File: config.mk
export PLATFORM = sky130hd
export DESIGN_NAME = index_selector_flat
export DESIGN_NICKNAME = d
export VERILOG_FILES = /design/src/rtl/index_selector_if.sv /design/src/rtl/index_selector.sv /design/src/flat_wrapper.sv
export SDC_FILE = /design/constraint.sdc
export NUM_CORES = 1
export LEC_CHECK = 0
export CAP_MARGIN = 20
export CORE_MARGIN = 4
export CORE_UTILIZATION = 47
export DETAILED_ROUTE_END_ITERATION = 10
export PLACE_DENSITY = 0.75
export SLEW_MARGIN = 40
export SYNTH_ARGS = -nofsm -noshare
export SYNTH_HDL_FRONTEND = slang
export SYNTH_SLANG_ARGS = --single-unit
File: constraint.sdc
create_clock -name clk -period 2.1 [get_ports clk]
set_input_delay 0.42 -clock clk [delete_from_list [all_inputs] [get_ports clk]]
set_output_delay 0.42 -clock clk [all_outputs]
set_load 0.01 [all_outputs]
File: src/rtl/index_selector_if.sv
`default_nettype none
// ============================================================================
//  Module      : index_selector_if
//  Description : Bundle of the index selector's button, load and status
//                signals.
//                master : drives btn_up, btn_down, load, load_val;
//                         observes sel, changed, at_min, at_max
//                slave  : the index selector itself
//  Revision    : 1.0  initial release
// ============================================================================
interface index_selector_if #(
    parameter int WIDTH = 3
);
    logic             btn_up;
    logic             btn_down;
    logic             load;
    logic [WIDTH-1:0] load_val;
    logic [WIDTH-1:0] sel;
    logic             changed;
    logic             at_min;
    logic             at_max;

    modport master (
        output btn_up, btn_down, load, load_val,
        input  sel, changed, at_min, at_max
    );

    modport slave (
        input  btn_up, btn_down, load, load_val,
        output sel, changed, at_min, at_max
    );
endinterface
`default_nettype wire

File: src/rtl/index_selector.sv
`default_nettype none
// ============================================================================
//  Module      : index_selector
//  Description : Button-driven up/down index with wrap or saturate at the
//                bounds, a load strobe with clamping, and status flags.
//                Each raw button goes through a 2-flop synchronizer and
//                produces one step on the rising edge of its conditioned
//                level.
//                Optional macro INDEX_SELECTOR_DEBOUNCE_EN adds a per-button
//                stability counter of DB_CYCLES clocks ahead of the edge
//                detector; without it the conditioned level is the
//                synchronizer output.
//  Ports       : clk  - clock, all state on rising edge
//                rst  - asynchronous active-high reset
//                bus  - index_selector_if.slave
//                       (btn_up, btn_down, load, load_val in;
//                        sel, changed, at_min, at_max out)
//  Revision    : 1.0  initial release
// ============================================================================
module index_selector #(
    parameter int WIDTH     = 3,
    parameter int MAX_VAL   = 5,
    parameter int WRAP      = 1,
    parameter int DB_CYCLES = 4
) (
    input  logic              clk,
    input  logic              rst,
    index_selector_if.slave   bus
);

    localparam logic [WIDTH-1:0] c_max = WIDTH'(MAX_VAL);

    generate
        if ((MAX_VAL < 1) || (MAX_VAL > (2**WIDTH - 1)) || (DB_CYCLES < 1)) begin : g_param_check
            $error("index_selector: illegal MAX_VAL/WIDTH/DB_CYCLES combination");
        end
    endgenerate

    // Bit 0 carries the up button, bit 1 the down button throughout.
    logic [1:0] w_raw;
    logic [1:0] r_s1;
    logic [1:0] r_s2;
    logic [1:0] w_lvl;
    logic [1:0] r_lvl_d;
    logic [1:0] w_step;

    assign w_raw = {bus.btn_down, bus.btn_up};

    always_ff @(posedge clk or posedge rst) begin
        if (rst) begin
            r_s1 <= '0;
            r_s2 <= '0;
        end else begin
            r_s1 <= w_raw;
            r_s2 <= r_s1;
        end
    end

`ifdef INDEX_SELECTOR_DEBOUNCE_EN
    localparam int                  c_cnt_w   = $clog2(DB_CYCLES + 1);
    localparam logic [c_cnt_w-1:0]  c_db_last = c_cnt_w'(DB_CYCLES - 1);

    generate
        for (genvar gi = 0; gi < 2; gi++) begin : g_db
            logic [c_cnt_w-1:0] r_cnt;
            logic               r_lvl;

            // The counter only runs while s2 disagrees with the accepted
            // level; any agreement restarts the stability window.
            always_ff @(posedge clk or posedge rst) begin
                if (rst) begin
                    r_cnt <= '0;
                    r_lvl <= 1'b0;
                end else if (r_s2[gi] == r_lvl) begin
                    r_cnt <= '0;
                end else if (r_cnt == c_db_last) begin
                    r_lvl <= r_s2[gi];
                    r_cnt <= '0;
                end else begin
                    r_cnt <= r_cnt + 1'b1;
                end
            end

            assign w_lvl[gi] = r_lvl;
        end
    endgenerate
`else
    assign w_lvl = r_s2;
`endif

    always_ff @(posedge clk or posedge rst) begin
        if (rst) begin
            r_lvl_d <= '0;
        end else begin
            r_lvl_d <= w_lvl;
        end
    end

    assign w_step = w_lvl & ~r_lvl_d;

    logic [WIDTH-1:0] r_sel;
    logic [WIDTH-1:0] w_sel_nxt;
    logic             r_changed;
    logic             r_at_min;
    logic             r_at_max;

    // Load beats steps; simultaneous up and down steps cancel (w_step 2'b11).
    always_comb begin
        w_sel_nxt = r_sel;
        if (bus.load) begin
            w_sel_nxt = (bus.load_val > c_max) ? c_max : bus.load_val;
        end else if (w_step == 2'b01) begin
            if (r_sel == c_max) begin
                w_sel_nxt = (WRAP != 0) ? '0 : r_sel;
            end else begin
                w_sel_nxt = r_sel + 1'b1;
            end
        end else if (w_step == 2'b10) begin
            if (r_sel == '0) begin
                w_sel_nxt = (WRAP != 0) ? c_max : r_sel;
            end else begin
                w_sel_nxt = r_sel - 1'b1;
            end
        end
    end

    // Flags are computed from the next value so they change on the same
    // edge as sel.
    always_ff @(posedge clk or posedge rst) begin
        if (rst) begin
            r_sel     <= '0;
            r_changed <= 1'b0;
            r_at_min  <= 1'b1;
            r_at_max  <= 1'b0;
        end else begin
            r_sel     <= w_sel_nxt;
            r_changed <= (w_sel_nxt != r_sel);
            r_at_min  <= (w_sel_nxt == '0);
            r_at_max  <= (w_sel_nxt == c_max);
        end
    end

    assign bus.sel     = r_sel;
    assign bus.changed = r_changed;
    assign bus.at_min  = r_at_min;
    assign bus.at_max  = r_at_max;

endmodule
`default_nettype wire

File: src/flat_wrapper.sv
// flat-port wrapper written by rule: the top's interface ports become plain ports
module index_selector_flat 
#(
    parameter int WIDTH     = 3,
    parameter int MAX_VAL   = 5,
    parameter int WRAP      = 1,
    parameter int DB_CYCLES = 4
)
  (clk, rst, bus_btn_up, bus_btn_down, bus_load, bus_load_val, bus_sel, bus_changed, bus_at_min, bus_at_max);
  index_selector_if #(.WIDTH(WIDTH)) bus_i ();
  input  logic clk;
  input  logic rst;
  input wire logic [$bits(bus_i.btn_up)-1:0] bus_btn_up;
  input wire logic [$bits(bus_i.btn_down)-1:0] bus_btn_down;
  input wire logic [$bits(bus_i.load)-1:0] bus_load;
  input wire logic [$bits(bus_i.load_val)-1:0] bus_load_val;
  output wire logic [$bits(bus_i.sel)-1:0] bus_sel;
  output wire logic [$bits(bus_i.changed)-1:0] bus_changed;
  output wire logic [$bits(bus_i.at_min)-1:0] bus_at_min;
  output wire logic [$bits(bus_i.at_max)-1:0] bus_at_max;
  assign bus_i.btn_up = bus_btn_up;
  assign bus_i.btn_down = bus_btn_down;
  assign bus_i.load = bus_load;
  assign bus_i.load_val = bus_load_val;
  assign bus_sel = bus_i.sel;
  assign bus_changed = bus_i.changed;
  assign bus_at_min = bus_i.at_min;
  assign bus_at_max = bus_i.at_max;
  index_selector #(.WIDTH(WIDTH), .MAX_VAL(MAX_VAL), .WRAP(WRAP), .DB_CYCLES(DB_CYCLES)) u_core (.clk(clk), .rst(rst), .bus(bus_i));
endmodule
Word-level counts from Yosys, hierarchy flattened
Index checks and enable logic that the tools add are counted.
{ "op_classes": {"add_sub_neg": 2, "mul": 0, "n_div": 0, "magnitude_cmp": 1, "n_eq_ne": 5, "n_shift": 0, "muxes": 6, "bitwise_logic": 2, "n_reduce_logical": 2} }
{ "ops": {"columns": ["op", "n"], "rows": [
  ["3-bit two-way mux", 6],
  ["3-bit == test, second input constant", 2],
  ["3-bit logical NOT", 2],
  ["3-bit by 1-bit adder with 3-bit output, second input constant", 1],
  ["3-bit > comparator, second input constant", 1],
  ["3-bit inequality test", 1],
  ["3-bit by 1-bit subtractor with 3-bit output, second input constant", 1],
  ["2-bit bitwise AND", 1],
  ["2-bit by 1-bit == test with 1-bit output, second input constant", 1],
  ["2-bit == test, second input constant", 1],
  ["2-bit NOT", 1]
]} }
{ "totals": {"reg_bits": 12, "latch_bits": 0, "ramBits": 0, "mem_bits_ro": 0, "input_bits": 8, "out_inout_bits": 6, "elab_cells": 25, "mem_count": 0} }

Depth between registers and ports, before layout
{ "depth": {"word_depth": 7, "mapped_depth": 7, "depth_no_buf": 6} }

Least setup slack after synthesis
Ideal clock, no wire load.
{ "synth_path": {"path_type": "register -> register", "start": "register u_core.r_sel[2], in the netlist u_core.bus.sel[2]", "end": "register u_core.r_at_min, in the netlist u_core.bus.at_min", "setup_ps": 78, "arrival_time_ps": 1666, "t_required_ps": 2022, "path_slack_ps": 355, "stages_incl_launch_ff": 8, "n_path_buf": 1, "period_less_slack_ps": 1745, "cell_sequence": "dfrtp_1 buf_4 inv_1 ha_1 mux2_2 a211oi_1 a22oi_1 and3b_1"} }
{ "synth_between": {"elab_chain_cells": 6, "word_cells_on_any_way": 10, "cone_classes": "add/sub (2); eq/ne (1); mux (5); reduce/logical (2)"} }
{ "synth_rtl": {"columns": ["element", "line", "text"], "rows": [
  ["start: declaration", "index_selector.sv:101", "logic [WIDTH-1:0] r_sel;"],
  ["start signal: assignment", "index_selector.sv:136", "r_sel <= w_sel_nxt;"],
  ["3-bit by 1-bit subtractor with 3-bit output / 3-bit logical NOT (equally long branches)", "index_selector.sv:122, index_selector.sv:119", null],
  ["3-bit two-way mux", "index_selector.sv:119", "if (r_sel == '0) begin"],
  ["3-bit two-way mux", "index_selector.sv:118", "end else if (w_step == 2'b10) begin"],
  ["3-bit two-way mux (*)", "index_selector.sv:112", "end else if (w_step == 2'b01) begin"],
  ["3-bit two-way mux (*)", "index_selector.sv:110", "if (bus.load) begin"],
  ["3-bit logical NOT (*)", "index_selector.sv:138", "r_at_min <= (w_sel_nxt == '0);"],
  ["end signal: assignment", "index_selector.sv:138", null],
  ["end: declaration", "index_selector.sv:104", "logic r_at_min;"]
]} }
Every way passes the cells marked *; elsewhere a longest branch is shown, timed or not.

Worst setup path in the final report
Same ends and word-level chain as after synthesis.

==> results.py <==
metrics = {
    "synthesis": {
        "yosys.area_share.simple": 0.1925,
        "synth_top_family_by_area": "simple AND/OR/NAND/NOR gates",
        "synthArstFlopShare": 1.000,
        "synth_ff_type": "dfrtp_1",
        "avgSynthCellArea_um2": 10.34,
        "synth_edf_count": 0,
        "synth_seq_area_share": 0.4782,
        "synth_area_um2": 630.6,
        "synth_warnings": 0,
        "synth_compound_area_frac": 0.1905,
        "synth_cell_type_count": 33,
        "syn_inst": 61,
        "synthXorXnorAreaFrac": 0.02778,
        "synth_mux_area_frac": 0.03571,
        "synthAdderAreaFrac": 0.01984,
        "yosys_register_bits": 12,
        "syn_nets": 70,
    },
    "detailed_routing": {
        "antenna_left": 0,
        "vias": 531,
        "drc_errors": 0,
        "drtIter0Drc": 13,
        "wl_mm": 1.312,
        "vias_per_cell": 5.772,
        "drt_pre_antenna_iters": 4,
        "wl_per_cell_um": 14.26,
    },
    "place": {
        "place.gp.congestion": 0.8438,
        "dp_hpwl_mm": 1.005,
        "portBuffers": 13,
        "placed_cell_area_um2": 784.5,
    },
    "sta": {
        "period_share": 0.9274,
        "skew_ns": 0.003518,
        "worst_pin_slew_ns": 0.4329,
        "fmax_mhz": 513.4,
        "finalHoldViolCount": 0,
        "maxSlewViolCount": 0,
        "rsz0062_at_grt": "false",
        "min_period_ns": 1.948,
        "slew_headroom": 0.7111,
        "setup_viol": 0,
        "setup_tns_ns": 0,
        "hold-worst-slack_ns": 0.3583,
    },
    "final_layout": {
        "fill_cells": 93,
        "antenna_cells": 0,
        "drive_above_1_share": 0.2179,
        "seqCellArea_um2": 301.5,
        "design_area_um2": 820.8,
        "fin_nets": 88,
        "utilization": 0.6920,
        "multi_input_area_um2": 294.0,
        "syn2layout_area_growth_pct": 30.16,
    },
    "clock_tree": {
        "cts_resized": 0,
        "cts_tree": "done",
        "postCtsHoldBufs": 0,
        "cts_buffer_depth": 2,
        "postCtsSetupRepairBufs": 0,
        "cts.sinks": 12,
        "clkLatencyLatePin_ns": 0.27,
        "root_buffer": "clkbuf_4",
        "ctsHtreeMaxLevel": 1,
        "cts_buffers": 3,
        "clk_pin_slew_ns": 0.07,
    },
    "hold_path": {
        "hp-class": "reg -> reg",
    },
    "power": {
        "leakagePower_nw": 0.3611,
        "pwr-share-clk": 0.297,
        "finalPower_uw": 604.6,
        "seqPwrFrac": 0.441,
        "combinationalPowerShare": 0.262,
        "internal_power_uw": 441.5,
        "peakVddDrop_uv": 564.7,
        "p_sw_uw": 163.1,
        "p_sw_frac": 0.2697,
        "powerDensity_nw_per_um2": 736.6,
    },
    "setup_path": {
        "start_kind": "flop",
        "cp_num_buf_inv": 1,
        "slowest_stage": "dfrtp_1",
        "worstPathMaxFanout": 8,
        "worst_ep_arrival_time_ns": 2.15,
        "critPathRequiredTime_ns": 2.30,
        "endpoint_kind": "flop",
        "worstSetupPathType": "reg -> reg",
        "critPathTopFamily": "flip-flops",
        "cpPeakStageDelay_ns": 0.50,
        "path_cells": "inv_1, ha_1, mux2_2, a211oi_1, a22oi_1, and3b_1",
    },
    "floorplanning": {
        "dieWidth_um": 44.63,
        "core-area_um2": 1186,
        "dieHeight_um": 44.63,
        "core.rowCount": 12,
        "die-area_um2": 1992,
        "ios": 14,
        "start_util": 0.5316,
    },
    "outcome": {
        "run_status": "completed",
    },
    "global_route": {
        "grt_overflow_total": 0,
        "grt_pass1_vias": 496,
        "antenna_found_initial": 0,
        "grt_usage": 0.1503,
        "grt_max_degree": 13,
        "grt_pass1_wl_mm": 2.180,
    },
    "run": {
        "cap_violations": 0,
    },
}
==> cell families after synthesis <==
family                   Yosys count
XOR/XNOR                           2
multiplexers                       2
buffers and inverters              8
flip-flops                        12
adder cells (fa/ha/maj)            1
AO/OA/AOI/OAI                     16
AND/OR/NAND/NOR                   20
==> cell usage in the layout (no fill, tap or decap) <==
| cell type | instances |
|---|---|
| clkdlybuf4s50_1 | 13 |
| dfrtp_1 | 11 |
| inv_1 | 5 |
| nand2_1 | 4 |
| o31ai_1 | 3 |
| clkbuf_4 | 3 |
| buf_4 | 3 |
| or2b_2 | 2 |
| nor2b_2 | 2 |
| nand2_2 | 2 |
| nand2b_1 | 2 |
| o21ai_0 | 2 |
| xor2_1 | 2 |
| a21oi_1 | 2 |
| mux2_2 | 2 |
| nor3_1 | 2 |
| nor2_1 | 1 |
| nor2b_1 | 1 |
| nand3_1 | 1 |
| a211o_1 | 1 |
| a21o_1 | 1 |
| a32oi_1 | 1 |
| o221ai_1 | 1 |
| o211ai_1 | 1 |
| or2_2 | 1 |
| o221a_1 | 1 |
| o211a_1 | 1 |
| a211oi_1 | 1 |
| nand4_1 | 1 |
| a22oi_1 | 1 |
| and3b_1 | 1 |
| ha_1 | 1 |
| clkbuf_8 | 1 |
| dfstp_2 | 1 |
==> synth_stat cells (2+ instances only) <==
library cell | instances | share of area
o21ai_0 | 2 | 0.016
or2b_2 | 2 | 0.028
mux2_2 | 2 | 0.036
nor2b_2 | 2 | 0.028
a21oi_1 | 2 | 0.016
nand2_1 | 4 | 0.024
xor2_1 | 2 | 0.028
nand2b_1 | 2 | 0.020
nor3_1 | 2 | 0.016
o31ai_1 | 3 | 0.036
nand2_2 | 2 | 0.020
dfrtp_1 | 11 | 0.44
inv_1 | 5 | 0.030
==> power by group through the flow <==
stage | Combinational (mW) | Clock (mW) | Sequential (mW)
2_1_floorplan | 0.0875 | 0 | 0.274
6_report | 0.159 | 0.180 | 0.266
4_1_cts | 0.158 | 0.185 | 0.267
5_1_grt | 0.174 | 0.194 | 0.269
3_3_place_gp | 0.156 | 0 | 0.271
3_5_place_dp | 0.157 | 0 | 0.271
==> stage by stage <==
step | setup WS [ns] | cells
finish | 0.1524 | 92
global route | 0.01157 | 92
CTS | 0.1702 | 92
detailed placement | 0.1961 | 88
global placement | 0.1562 | 88
floorplan | 0.3555 | 61
==> final timing paths <==
path	end	slack (ns)	cells after the start	from
worst max-delay path	u_core.bus.at_min	0.15	6	u_core.bus.sel[2]
worst min-delay path	u_core.r_s2[0]	0.36	0	u_core.r_s1[0]
worst max register to register	u_core.bus.at_min	0.15	6	u_core.bus.sel[2]
worst min register to register	u_core.r_s2[0]	0.36	0	u_core.r_s1[0]
max in group asynchronous	u_core.bus.at_min	1.31	2	rst
min in group asynchronous	u_core.bus.sel[2]	0.46	2	rst
==> state kept, by name, indices dropped and copies added (netlist names) <==
signal / count
u_core.bus.sel: 3
u_core.r_lvl_d: 2
u_core.r_s1: 2
u_core.r_s2: 2
u_core.bus.at_max: 1
u_core.bus.at_min: 1
u_core.bus.changed: 1
==> area by class of cell <==
cell class / instances / share of cell area
tap: 14 / 0.02134
clock buffer: 4 / 0.04421
sequential: 12 / 0.3674
timing repair buffer: 16 / 0.1860
inverter: 5 / 0.02287
multi-input combinational: 41 / 0.3582
==> routing by layer <==
metal  vias up  GRT usage  wire, um
met5         -          0         0
met4         0    0.08434        37
met3         6    0.07724       100
met2        19     0.2120       615
met1       256     0.1816       559
li1        250          -         -
No activity file was read; power rests on OpenSTA's default activity.
